**config.mk**
```make
export PLATFORM = sky130hd
export DESIGN_NAME = frv_trap_seq_flat
export DESIGN_NICKNAME = d
export VERILOG_FILES = /design/src/rtl/frv_trap_seq_pkg.sv /design/src/rtl/frv_trap_seq_if.sv /design/src/rtl/frv_trap_target.sv /design/src/rtl/frv_trap_seq.sv /design/src/flat_wrapper.sv
export SDC_FILE = /design/constraint.sdc
export NUM_CORES = 1
export LEC_CHECK = 0
export BUFFER_PORTS_ARGS = -buffer_cell sky130_fd_sc_hd__buf_2
export CORE_MARGIN = 3
export CORE_UTILIZATION = 42
export CTS_CLUSTER_SIZE = 14
export DETAILED_ROUTE_END_ITERATION = 7
export GPL_ROUTABILITY_DRIVEN = 1
export HOLD_SLACK_MARGIN = 0.12
export MAX_ROUTING_LAYER = met4
export PLACE_DENSITY = 0.85
export SLEW_MARGIN = 40
export SYNTH_ARGS = -nofsm -noshare
export SYNTH_HDL_FRONTEND = slang
export SYNTH_SLANG_ARGS = --single-unit
```
**constraint.sdc**
```tcl
create_clock -name g_clk -period 5.35 [get_ports g_clk]
set_input_delay 0.8025 -clock g_clk [delete_from_list [all_inputs] [get_ports g_clk]]
set_output_delay 0.8025 -clock g_clk [all_outputs]
set_load 0.1 [all_outputs]
```
**src/rtl/frv_trap_seq_pkg.sv**
```systemverilog
`default_nettype none
// ============================================================================
//  Module : frv_trap_seq_pkg
//  Brief  : Shared types and constants for the WB-stage trap sequencer.
//  Rev    : 1.0  initial release
// ============================================================================
package frv_trap_seq_pkg;

  localparam logic [1:0] c_MTVEC_DIRECT   = 2'd0;
  localparam logic [1:0] c_MTVEC_VECTORED = 2'd1;

  typedef enum logic [1:0] {
    S_IDLE  = 2'd0,
    S_CSR   = 2'd1,
    S_REDIR = 2'd2
  } trap_state_e;

  function automatic logic [31:0] mk_mcause(input logic irq, input logic [30:0] code);
    return {irq, code};
  endfunction

endpackage
`default_nettype wire

```
**src/rtl/frv_trap_seq_if.sv**
```systemverilog
`default_nettype none
// ============================================================================
//  Module : frv_trap_seq_if
//  Brief  : Pipeline/CSR/fetch signal bundle seen by the trap sequencer.
//  Rev    : 1.0  initial release
// ============================================================================
interface frv_trap_seq_if #(
  parameter int CAUSE_W = 6
) ();
  logic               int_trap_req;
  logic [CAUSE_W-1:0] int_trap_cause;
  logic               int_trap_ack;
  logic               wb_valid;
  logic [31:0]        wb_pc;
  logic               wb_exc;
  logic [CAUSE_W-1:0] wb_exc_cause;
  logic [31:0]        wb_exc_tval;
  logic               wb_mret;
  logic               wb_ready;
  logic               wb_retire;
  logic [31:0]        csr_mtvec;
  logic [31:0]        csr_mepc;
  logic               csr_mpie;
  logic               csr_mie;
  logic               csr_trap_we;
  logic               csr_mret_we;
  logic [31:0]        csr_mepc_wdata;
  logic [31:0]        csr_mcause_wdata;
  logic [31:0]        csr_mtval_wdata;
  logic               csr_mie_wdata;
  logic               csr_mpie_wdata;
  logic               cf_req;
  logic [31:0]        cf_target;
  logic               cf_ack;
  logic               trap_busy;

  modport master (
    output int_trap_req, int_trap_cause, wb_valid, wb_pc, wb_exc, wb_exc_cause,
           wb_exc_tval, wb_mret, csr_mtvec, csr_mepc, csr_mpie, csr_mie, cf_ack,
    input  int_trap_ack, wb_ready, wb_retire, csr_trap_we, csr_mret_we,
           csr_mepc_wdata, csr_mcause_wdata, csr_mtval_wdata, csr_mie_wdata,
           csr_mpie_wdata, cf_req, cf_target, trap_busy
  );

  modport slave (
    input  int_trap_req, int_trap_cause, wb_valid, wb_pc, wb_exc, wb_exc_cause,
           wb_exc_tval, wb_mret, csr_mtvec, csr_mepc, csr_mpie, csr_mie, cf_ack,
    output int_trap_ack, wb_ready, wb_retire, csr_trap_we, csr_mret_we,
           csr_mepc_wdata, csr_mcause_wdata, csr_mtval_wdata, csr_mie_wdata,
           csr_mpie_wdata, cf_req, cf_target, trap_busy
  );
endinterface
`default_nettype wire

```
**src/rtl/frv_trap_target.sv**
```systemverilog
`default_nettype none
// ============================================================================
//  Module : frv_trap_target
//  Brief  : Combinational redirect target from mtvec (trap) or mepc (mret).
//  Rev    : 1.0  initial release
// ============================================================================
module frv_trap_target
  import frv_trap_seq_pkg::*;
#(
  parameter int CAUSE_W = 6,
  parameter bit VEC_EN  = 1'b1
) (
  input  wire logic [31:0]        i_mtvec,
  input  wire logic [31:0]        i_mepc,
  input  wire logic               i_is_int,
  input  wire logic               i_is_mret,
  input  wire logic [CAUSE_W-1:0] i_cause,
  output logic      [31:0]        o_target
);

  logic [31:0] w_base;
  logic [31:0] w_trap_tgt;

  assign w_base = {i_mtvec[31:2], 2'b00};

  generate
    if (VEC_EN) begin : g_vec
      logic [31:0] w_off;
      // Only interrupts vector; modes 2/3 fall back to direct.
      assign w_off      = {{(30-CAUSE_W){1'b0}}, i_cause, 2'b00};
      assign w_trap_tgt = (i_is_int && (i_mtvec[1:0] == c_MTVEC_VECTORED))
                        ? (w_base + w_off) : w_base;
    end else begin : g_direct
      assign w_trap_tgt = w_base;
    end
  endgenerate

  assign o_target = i_is_mret ? {i_mepc[31:1], 1'b0} : w_trap_tgt;

endmodule
`default_nettype wire

```
**src/rtl/frv_trap_seq.sv**
```systemverilog
`default_nettype none
// ============================================================================
//  Module : frv_trap_seq
//  Brief  : WB-stage trap sequencer: arbitrates interrupt/exception/mret,
//           writes trap CSRs and holds a redirect to fetch until acknowledged.
//  Rev    : 1.0  initial release
// ============================================================================
module frv_trap_seq
  import frv_trap_seq_pkg::*;
#(
  parameter int CAUSE_W = 6,
  parameter bit VEC_EN  = 1'b1
) (
  input wire logic      g_clk,
  input wire logic      g_reset,
  frv_trap_seq_if.slave bus
);

  trap_state_e r_state;
  logic [31:0] r_mepc;
  logic [31:0] r_mcause;
  logic [31:0] r_mtval;
  logic [31:0] r_target;
  logic        r_mie_wdata;
  logic        r_mpie_wdata;
  logic        r_trap_we;
  logic        r_mret_we;
  logic        r_cf_req;

  logic        w_boundary;
  logic        w_take_int;
  logic        w_take_exc;
  logic        w_take_mret;
  logic [30:0] w_int_code;
  logic [30:0] w_exc_code;
  logic [31:0] w_target;

  // An instruction boundary exists only in IDLE with a valid WB instruction.
  assign w_boundary  = (r_state == S_IDLE) && !g_reset && bus.wb_valid;
  assign w_take_int  = w_boundary && bus.int_trap_req;
  assign w_take_exc  = w_boundary && !bus.int_trap_req && bus.wb_exc;
  assign w_take_mret = w_boundary && !bus.int_trap_req && !bus.wb_exc && bus.wb_mret;
  assign w_int_code  = 31'(bus.int_trap_cause);
  assign w_exc_code  = 31'(bus.wb_exc_cause);

  frv_trap_target #(
    .CAUSE_W (CAUSE_W),
    .VEC_EN  (VEC_EN)
  ) u_target (
    .i_mtvec   (bus.csr_mtvec),
    .i_mepc    (bus.csr_mepc),
    .i_is_int  (bus.int_trap_req),
    .i_is_mret (!bus.int_trap_req && !bus.wb_exc),
    .i_cause   (bus.int_trap_cause),
    .o_target  (w_target)
  );

  always_ff @(posedge g_clk) begin
    if (g_reset) begin
      r_state      <= S_IDLE;
      r_mepc       <= '0;
      r_mcause     <= '0;
      r_mtval      <= '0;
      r_target     <= '0;
      r_mie_wdata  <= 1'b0;
      r_mpie_wdata <= 1'b0;
      r_trap_we    <= 1'b0;
      r_mret_we    <= 1'b0;
      r_cf_req     <= 1'b0;
    end else begin
      unique case (r_state)
        S_IDLE: begin
          if (w_take_int || w_take_exc) begin
            r_state      <= S_CSR;
            r_trap_we    <= 1'b1;
            r_mepc       <= bus.wb_pc;
            r_mcause     <= w_take_int ? mk_mcause(1'b1, w_int_code)
                                       : mk_mcause(1'b0, w_exc_code);
            r_mtval      <= w_take_int ? 32'd0 : bus.wb_exc_tval;
            r_mie_wdata  <= 1'b0;
            r_mpie_wdata <= bus.csr_mie;
            r_target     <= w_target;
          end else if (w_take_mret) begin
            r_state      <= S_CSR;
            r_mret_we    <= 1'b1;
            r_mie_wdata  <= bus.csr_mpie;
            r_mpie_wdata <= 1'b1;
            r_target     <= w_target;
          end
        end
        S_CSR: begin
          r_trap_we <= 1'b0;
          r_mret_we <= 1'b0;
          r_cf_req  <= 1'b1;
          r_state   <= S_REDIR;
        end
        S_REDIR: begin
          if (bus.cf_ack) begin
            r_cf_req <= 1'b0;
            r_state  <= S_IDLE;
          end
        end
        default: r_state <= S_IDLE;
      endcase
    end
  end

  assign bus.int_trap_ack     = w_take_int;
  assign bus.wb_ready         = w_boundary;
  assign bus.wb_retire        = w_boundary && !bus.int_trap_req && !bus.wb_exc;
  assign bus.csr_trap_we      = r_trap_we;
  assign bus.csr_mret_we      = r_mret_we;
  assign bus.csr_mepc_wdata   = r_mepc;
  assign bus.csr_mcause_wdata = r_mcause;
  assign bus.csr_mtval_wdata  = r_mtval;
  assign bus.csr_mie_wdata    = r_mie_wdata;
  assign bus.csr_mpie_wdata   = r_mpie_wdata;
  assign bus.cf_req           = r_cf_req;
  assign bus.cf_target        = r_target;
  assign bus.trap_busy        = (r_state != S_IDLE);

endmodule
`default_nettype wire

```
**src/flat_wrapper.sv**
```systemverilog
// flat-port wrapper written by rule: the top's interface ports become plain ports
module frv_trap_seq_flat import frv_trap_seq_pkg::*;
#(
  parameter int CAUSE_W = 6,
  parameter bit VEC_EN  = 1'b1
)
  (g_clk, g_reset, bus_int_trap_req, bus_int_trap_cause, bus_wb_valid, bus_wb_pc, bus_wb_exc, bus_wb_exc_cause, bus_wb_exc_tval, bus_wb_mret, bus_csr_mtvec, bus_csr_mepc, bus_csr_mpie, bus_csr_mie, bus_cf_ack, bus_int_trap_ack, bus_wb_ready, bus_wb_retire, bus_csr_trap_we, bus_csr_mret_we, bus_csr_mepc_wdata, bus_csr_mcause_wdata, bus_csr_mtval_wdata, bus_csr_mie_wdata, bus_csr_mpie_wdata, bus_cf_req, bus_cf_target, bus_trap_busy);
  frv_trap_seq_if #(.CAUSE_W(CAUSE_W)) bus_i ();
  input wire logic g_clk;
  input wire logic g_reset;
  input wire logic [$bits(bus_i.int_trap_req)-1:0] bus_int_trap_req;
  input wire logic [$bits(bus_i.int_trap_cause)-1:0] bus_int_trap_cause;
  input wire logic [$bits(bus_i.wb_valid)-1:0] bus_wb_valid;
  input wire logic [$bits(bus_i.wb_pc)-1:0] bus_wb_pc;
  input wire logic [$bits(bus_i.wb_exc)-1:0] bus_wb_exc;
  input wire logic [$bits(bus_i.wb_exc_cause)-1:0] bus_wb_exc_cause;
  input wire logic [$bits(bus_i.wb_exc_tval)-1:0] bus_wb_exc_tval;
  input wire logic [$bits(bus_i.wb_mret)-1:0] bus_wb_mret;
  input wire logic [$bits(bus_i.csr_mtvec)-1:0] bus_csr_mtvec;
  input wire logic [$bits(bus_i.csr_mepc)-1:0] bus_csr_mepc;
  input wire logic [$bits(bus_i.csr_mpie)-1:0] bus_csr_mpie;
  input wire logic [$bits(bus_i.csr_mie)-1:0] bus_csr_mie;
  input wire logic [$bits(bus_i.cf_ack)-1:0] bus_cf_ack;
  output wire logic [$bits(bus_i.int_trap_ack)-1:0] bus_int_trap_ack;
  output wire logic [$bits(bus_i.wb_ready)-1:0] bus_wb_ready;
  output wire logic [$bits(bus_i.wb_retire)-1:0] bus_wb_retire;
  output wire logic [$bits(bus_i.csr_trap_we)-1:0] bus_csr_trap_we;
  output wire logic [$bits(bus_i.csr_mret_we)-1:0] bus_csr_mret_we;
  output wire logic [$bits(bus_i.csr_mepc_wdata)-1:0] bus_csr_mepc_wdata;
  output wire logic [$bits(bus_i.csr_mcause_wdata)-1:0] bus_csr_mcause_wdata;
  output wire logic [$bits(bus_i.csr_mtval_wdata)-1:0] bus_csr_mtval_wdata;
  output wire logic [$bits(bus_i.csr_mie_wdata)-1:0] bus_csr_mie_wdata;
  output wire logic [$bits(bus_i.csr_mpie_wdata)-1:0] bus_csr_mpie_wdata;
  output wire logic [$bits(bus_i.cf_req)-1:0] bus_cf_req;
  output wire logic [$bits(bus_i.cf_target)-1:0] bus_cf_target;
  output wire logic [$bits(bus_i.trap_busy)-1:0] bus_trap_busy;
  assign bus_i.int_trap_req = bus_int_trap_req;
  assign bus_i.int_trap_cause = bus_int_trap_cause;
  assign bus_i.wb_valid = bus_wb_valid;
  assign bus_i.wb_pc = bus_wb_pc;
  assign bus_i.wb_exc = bus_wb_exc;
  assign bus_i.wb_exc_cause = bus_wb_exc_cause;
  assign bus_i.wb_exc_tval = bus_wb_exc_tval;
  assign bus_i.wb_mret = bus_wb_mret;
  assign bus_i.csr_mtvec = bus_csr_mtvec;
  assign bus_i.csr_mepc = bus_csr_mepc;
  assign bus_i.csr_mpie = bus_csr_mpie;
  assign bus_i.csr_mie = bus_csr_mie;
  assign bus_i.cf_ack = bus_cf_ack;
  assign bus_int_trap_ack = bus_i.int_trap_ack;
  assign bus_wb_ready = bus_i.wb_ready;
  assign bus_wb_retire = bus_i.wb_retire;
  assign bus_csr_trap_we = bus_i.csr_trap_we;
  assign bus_csr_mret_we = bus_i.csr_mret_we;
  assign bus_csr_mepc_wdata = bus_i.csr_mepc_wdata;
  assign bus_csr_mcause_wdata = bus_i.csr_mcause_wdata;
  assign bus_csr_mtval_wdata = bus_i.csr_mtval_wdata;
  assign bus_csr_mie_wdata = bus_i.csr_mie_wdata;
  assign bus_csr_mpie_wdata = bus_i.csr_mpie_wdata;
  assign bus_cf_req = bus_i.cf_req;
  assign bus_cf_target = bus_i.cf_target;
  assign bus_trap_busy = bus_i.trap_busy;
  frv_trap_seq #(.CAUSE_W(CAUSE_W), .VEC_EN(VEC_EN)) u_core (.g_clk(g_clk), .g_reset(g_reset), .bus(bus_i));
endmodule
```
==> metrics.yaml, run 1 <==
outcome:
  status: "finished, final reports clean"
layout:
  finalNetCount: 1030
  n_antenna_cell: 0
  drive_gt1_frac: 0.344
  multi_input_area_sq_um: 2780
  final_common_cell: "buf_2"
  fin_area_sq_um: 6880
  fill_cells: 1139
  seqCellArea_sq_um: 2180
  syn_to_final_growth_pct: 30.1
  final_cell_mix: "buf_2, nand2_1, dfxtp_1"
  utilization: 0.566
  fin_cells: 1047
power_and_ir_drop:
  powerDensity_nw_per_um2: 338
  finalPower_mw: 2.33
  ir_drop_uv: 170
  p_leak_nw: 3.10
synthesis:
  avgSynthCellArea_sq_um: 8.23
  post-synth-top-area-cell: "dfxtp_1"
  synth_seq_cells: 109
  ys_async_sr_fraction: 0
  synth-edff-count: 0
  ys_warn_count: 0
  synth-main-ff-cell: "dfxtp_1"
  synth_top_area_share: 0.413
  ys_types: 58
  synthCells: 643
  synthesis.area_sq_um: 5290
  yosys-top-cells-area: "dfxtp_1, nand2_1, o21ai_0"
  yosysSeqAreaShare: 0.413
floorplanning:
  die_w_um: 118
  dieArea_sq_um: 14000
  ios: 286
  num_rows: 40
  initial_core_util: 0.435
  die_y_um: 118
  coreArea_sq_um: 12200
critical_path:
  timing.rr.start: "u_core.r_state[1]$_SDFFE_PP0P_"
  cpMaxStageDelayCell: "or4b_1"
  r2r_end: "u_core.bus.cf_target[7]$_SDFFE_PP0P_"
  worstSetupEndpointType: "output port"
  r2r_cells: 8
  arrival_ps: 2690
  startpoint_type: "input port"
  cp.required_ps: 4550
  cp_common_cell: "buf_2"
  crit_fanout: 34
  crit_path_max_incr_delay_ps: 540
  critPathKind: "input port to output port"
  r2r_slack_ps: 2720
  path_cells: "buf_2, or4b_1, buf_4, clkinv_2, and2_1, buf_2"
global_route:
  grt_max_degree: 65
  antenna_found_initial: 0
  gr-total-overflow: 0
  grt_usage: 0.231
  grt_pass1_wl_um: 25300
  grt_pass1_vias: 4930
timing:
  rsz0062_at_grt: "no"
  setup_viol: 0
  maxSlewHeadroom: 0.469
  period_minus_slack_ps: 3490
  worst_slew_pin_slew_ps: 794
  hold_ws_ps: 447
  max_freq_ghz: 0.287
  finalClockSkew_ps: 6.41
  drv_slew: 0
  hold_viol_final: 0
  fin_ws_ps: 1860
  period_share: 0.652
  setup_tns_ps: 0
route:
  highest-signal-layer: "met4"
  firstDrtPassIters: 5
  wl_met2_um: 7950
  wl_met3_um: 1350
  drt-met1-wl_um: 6860
  routed_wl_um: 16500
  wl_per_cell_um: 15.7
  drc: 0
  vias_per_cell: 5.22
  num_vias: 5465
  drtIter0Drc: 362
  ant_nets: 0
clock_network:
  clockRootBuffer: "clkbuf_16"
  clk_pin_slew_ps: 70
  clock_sinks: 109
  clock_latency_ps: 350
  cts_setup_buffers: 0
  cts_made_buffers: 9
  clk_path_buf_depth: 2
  cts_hold_buffers: 0
  cts_resized: 0
  cts_tree: "done"
  ctsHtreeMaxLevel: 3
hold_path:
  hp-start: "u_core.bus.csr_mtval_wdata[10]$_SDFFE_PP0P_"
  whs_path_depth: 2
  min_path_type: "flop to flop"
  holdPathEnd: "u_core.bus.csr_mtval_wdata[10]$_SDFFE_PP0P_"
place:
  dp_cells: 1029
  hpwl_um: 12300
  gp_congestion: 0.907
  placed_area_sq_um: 6550
  numPortBuffers: 258
  dp_slack_ps: 1810
job:
  cap_violations: 0
[cells in the mapped netlist, types with 2 or more instances]
cell type,instances
nor2_1,45
a21o_1,2
o211ai_1,2
and2_1,2
nor3_1,8
o21a_1,2
a31o_2,2
o22ai_1,10
ha_1,6
clkbuf_1,27
a221oi_1,3
nand3_1,6
o21ai_0,70
a211oi_2,2
buf_4,33
a2111oi_2,3
a211oi_1,20
mux2i_1,4
dfxtp_1,109
a21oi_1,35
nand2_1,114
nor4b_1,3
nand3b_1,34
and3_1,7
a31oi_1,3
inv_1,3
nor2b_1,7
o221ai_1,5
o21ai_1,4
buf_2,10
a22oi_1,5
nor3b_1,2
or2_2,2
and4_1,5
xnor2_1,23
nand4_1,3
[worst max-delay path, delay by kind of cell]
kind | cells | cell delay [ps]
buffers and inverters | 4 | 1120
AND/OR/NAND/NOR | 2 | 750
[state kept, by name, indices dropped and copies added, names as in the netlist]
signal / count
u_core.bus.cf_req: 1
u_core.bus.cf_target: 31
u_core.bus.csr_mcause_wdata: 7
u_core.bus.csr_mepc_wdata: 32
u_core.bus.csr_mie_wdata: 1
u_core.bus.csr_mpie_wdata: 1
u_core.bus.csr_mret_we: 1
u_core.bus.csr_mtval_wdata: 32
u_core.bus.csr_trap_we: 1
u_core.r_state: 2
[area by class of cell]
type,count,area share
multi-input combinational,482,0.404
sequential,109,0.317
timing repair buffer,267,0.199
clock buffer,10,0.0347
tap,168,0.0305
clock inverter,6,0.0118
inverter,5,0.00291
[logic make-up after synthesis]
group	synth area share
xor gates and xnor gates	0.0397
other	0.000709
DFF	0.413
buffers and inverters	0.0821
adders and majority gates	0.0180
and+or+nand+nor	0.232
muxes	0.00757
AOI/OAI and AO/OA	0.207
[how the worst max path moves through the flow]
stage               slack, ps  depth (start not counted)     from          endpoint
finish                   1860                          6  g_reset  bus_int_trap_ack
CTS                      1810                          6  g_reset  bus_int_trap_ack
global route             1750                          6  g_reset  bus_int_trap_ack
floorplan                1510                          5  g_reset     bus_wb_retire
detailed placement       1810                          6  g_reset  bus_int_trap_ack
global placement         1830                          6  g_reset  bus_int_trap_ack
[per-layer routing]
layer | vias up | GRT usage
met5 | - | -
met4 | 0 | 0.0733
met3 | 26 | 0.0593
met2 | 248 | 0.388
met1 | 2528 | 0.272
li1 | 2663 | -
[power by group]
group / leakage (nW) / internal [mW] / total (mW) / switching [mW]
Clock: 0.156 / 0.385 / 0.703 / 0.318
Combinational: 2.05 / 0.140 / 0.742 / 0.602
Sequential: 0.891 / 0.860 / 0.884 / 0.0241
Total: 3.10 / 1.38 / 2.33 / 0.944
No activity file was read; power rests on OpenSTA's default activity.
==> inputs of run 2 (changes only) <==
CORE_UTILIZATION = 41   (was 42)
PLACE_DENSITY = 0.86   (was 0.85)
clock period = 3 ns   (was 5.35 ns; I/O delays follow)
==> metrics.yaml, run 2 (same netlist as run 1, synthesis figures left out) <==
timing:
  period_minus_slack_ps: 2320
  maxSlewHeadroom: 0.431
  max_freq_ghz: 0.431
  drv_slew: 0
  setup_viol: 0
  period_share: 0.774
  setup_tns_ps: 0
  rsz0062_at_grt: "no"
  hold_viol_final: 0
  finalClockSkew_ps: 6.07
  worst_slew_pin_slew_ps: 850
floorplanning:
  initial_core_util: 0.430
  dieArea_sq_um: 14300
  num_rows: 40
  coreArea_sq_um: 12300
  ios: 286
  die_y_um: 120
  die_w_um: 120
route:
  drc: 0
  vias_per_cell: 5.19
  drtIter0Drc: 341
  firstDrtPassIters: 7
  wl_per_cell_um: 15.9
  routed_wl_um: 16700
  ant_nets: 0
  num_vias: 5454
clock_network:
  ctsHtreeMaxLevel: 3
  clock_latency_ps: 350
  clk_pin_slew_ps: 70
  cts_setup_buffers: 0
  cts_made_buffers: 9
  clk_path_buf_depth: 2
  cts_resized: 0
  clock_sinks: 109
  cts_tree: "done"
  clockRootBuffer: "clkbuf_16"
  cts_hold_buffers: 0
global_route:
  grt_usage: 0.232
  gr-total-overflow: 0
  grt_pass1_wl_um: 26000
  antenna_found_initial: 0
  grt_pass1_vias: 5179
  grt_max_degree: 106
place:
  numPortBuffers: 258
  gp_congestion: 0.889
  hpwl_um: 12400
outcome:
  status: "finished, final reports clean"
critical_path:
  cpMaxStageDelayCell: "or4b_1"
  crit_path_max_incr_delay_ps: 560
  critPathKind: "flop to output port"
  worstSetupEndpointType: "output port"
  crit_path_start: "u_core.r_state[1]$_SDFFE_PP0P_"
  r2r_cells: 7
  arrival_ps: 1870
  cp.required_ps: 2550
  timing.rr.start: "u_core.r_state[1]$_SDFFE_PP0P_"
  path_cells: "or4b_1, buf_4, nor2_2, buf_12"
  startpoint_type: "flop"
  crit_fanout: 16
layout:
  drive_gt1_frac: 0.347
  seqCellArea_sq_um: 2180
  finalNetCount: 1033
  syn_to_final_growth_pct: 32.0
  n_antenna_cell: 0
  final_cell_mix: "buf_2, nand2_1, dfxtp_1"
  multi_input_area_sq_um: 2770
  fill_cells: 1127
  final_common_cell: "buf_2"
job:
  cap_violations: 0
power_and_ir_drop:
  finalPower_mw: 4.25
  p_leak_nw: 3.14
  powerDensity_nw_per_um2: 609
  ir_drop_uv: 368
hold_path:
  whs_path_depth: 3
  min_path_type: "input port to flop"
  hp-start: "bus_wb_pc[28]"
run 2: cell count changes in the layout (fill, tap and decap cells not counted), sizes merged:
cell | before | now
buf | 266 | 270
clkinv | 4 | 1
bufinv | 1 | 2
inv | 6 | 7
run 2: path summary, 6_finish.rpt:
check | slack (ps) | end
max | 680 | bus_wb_retire
max reg2reg | 680 | u_core.bus.cf_target[19]$_SDFFE_PP0P_
min | 300 | u_core.bus.csr_mepc_wdata[28]$_SDFFE_PP0P_
min reg2reg | 450 | u_core.bus.csr_mtval_wdata[17]$_SDFFE_PP0P_
run 2: routing by layer:
| layer | vias up | track usage | wire [um] |
|---|---|---|---|
| met3 | 40 | 0.0749 | 1630 |
| met1 | 2494 | 0.264 | 6560 |
| met4 | 0 | 0.0888 | 488 |
| met2 | 262 | 0.381 | 8020 |
| li1 | 2658 | - | - |
| met5 | - | - | 0 |
run 2: layout make-up:
cell class                 count  area share
inverter                       5     0.00287
timing repair buffer         270       0.208
multi-input combinational    482       0.397
tap                          168      0.0301
clock buffer                  11      0.0362
clock inverter                 5      0.0127
sequential                   109       0.313
run 2: worst max-delay path, delay by kind of cell, from the launching register on:
kind,cells,cell delay (ps)
buffers and inverters,2,440
flip-flops,1,340
AND/OR/NAND/NOR,2,740
run 2: power breakdown:
group | internal, mW | switching (mW) | total [mW]
Clock | 0.790 | 0.549 | 1.34
Sequential | 1.53 | 0.0426 | 1.58
Combinational | 0.259 | 1.08 | 1.34
Total | 2.58 | 1.67 | 4.25
run 2: metrics by stage:
| stage | worst slack [ps] | area, sq um | utilization | instances | hold slack [ps] |
|---|---|---|---|---|---|
| CTS | 653 | 6980 | 0.567 | 1050 | 287 |
| global route | 523 | 6980 | 0.567 | 1050 | 297 |
| finish | 678 | 6980 | 0.567 | 1050 | 300 |
| floorplan | 207 | 5390 | - | 668 | 467 |
| global placement | 409 | 6640 | 0.539 | 1034 | 434 |
| detailed placement | 389 | 6640 | 0.539 | 1034 | 440 |
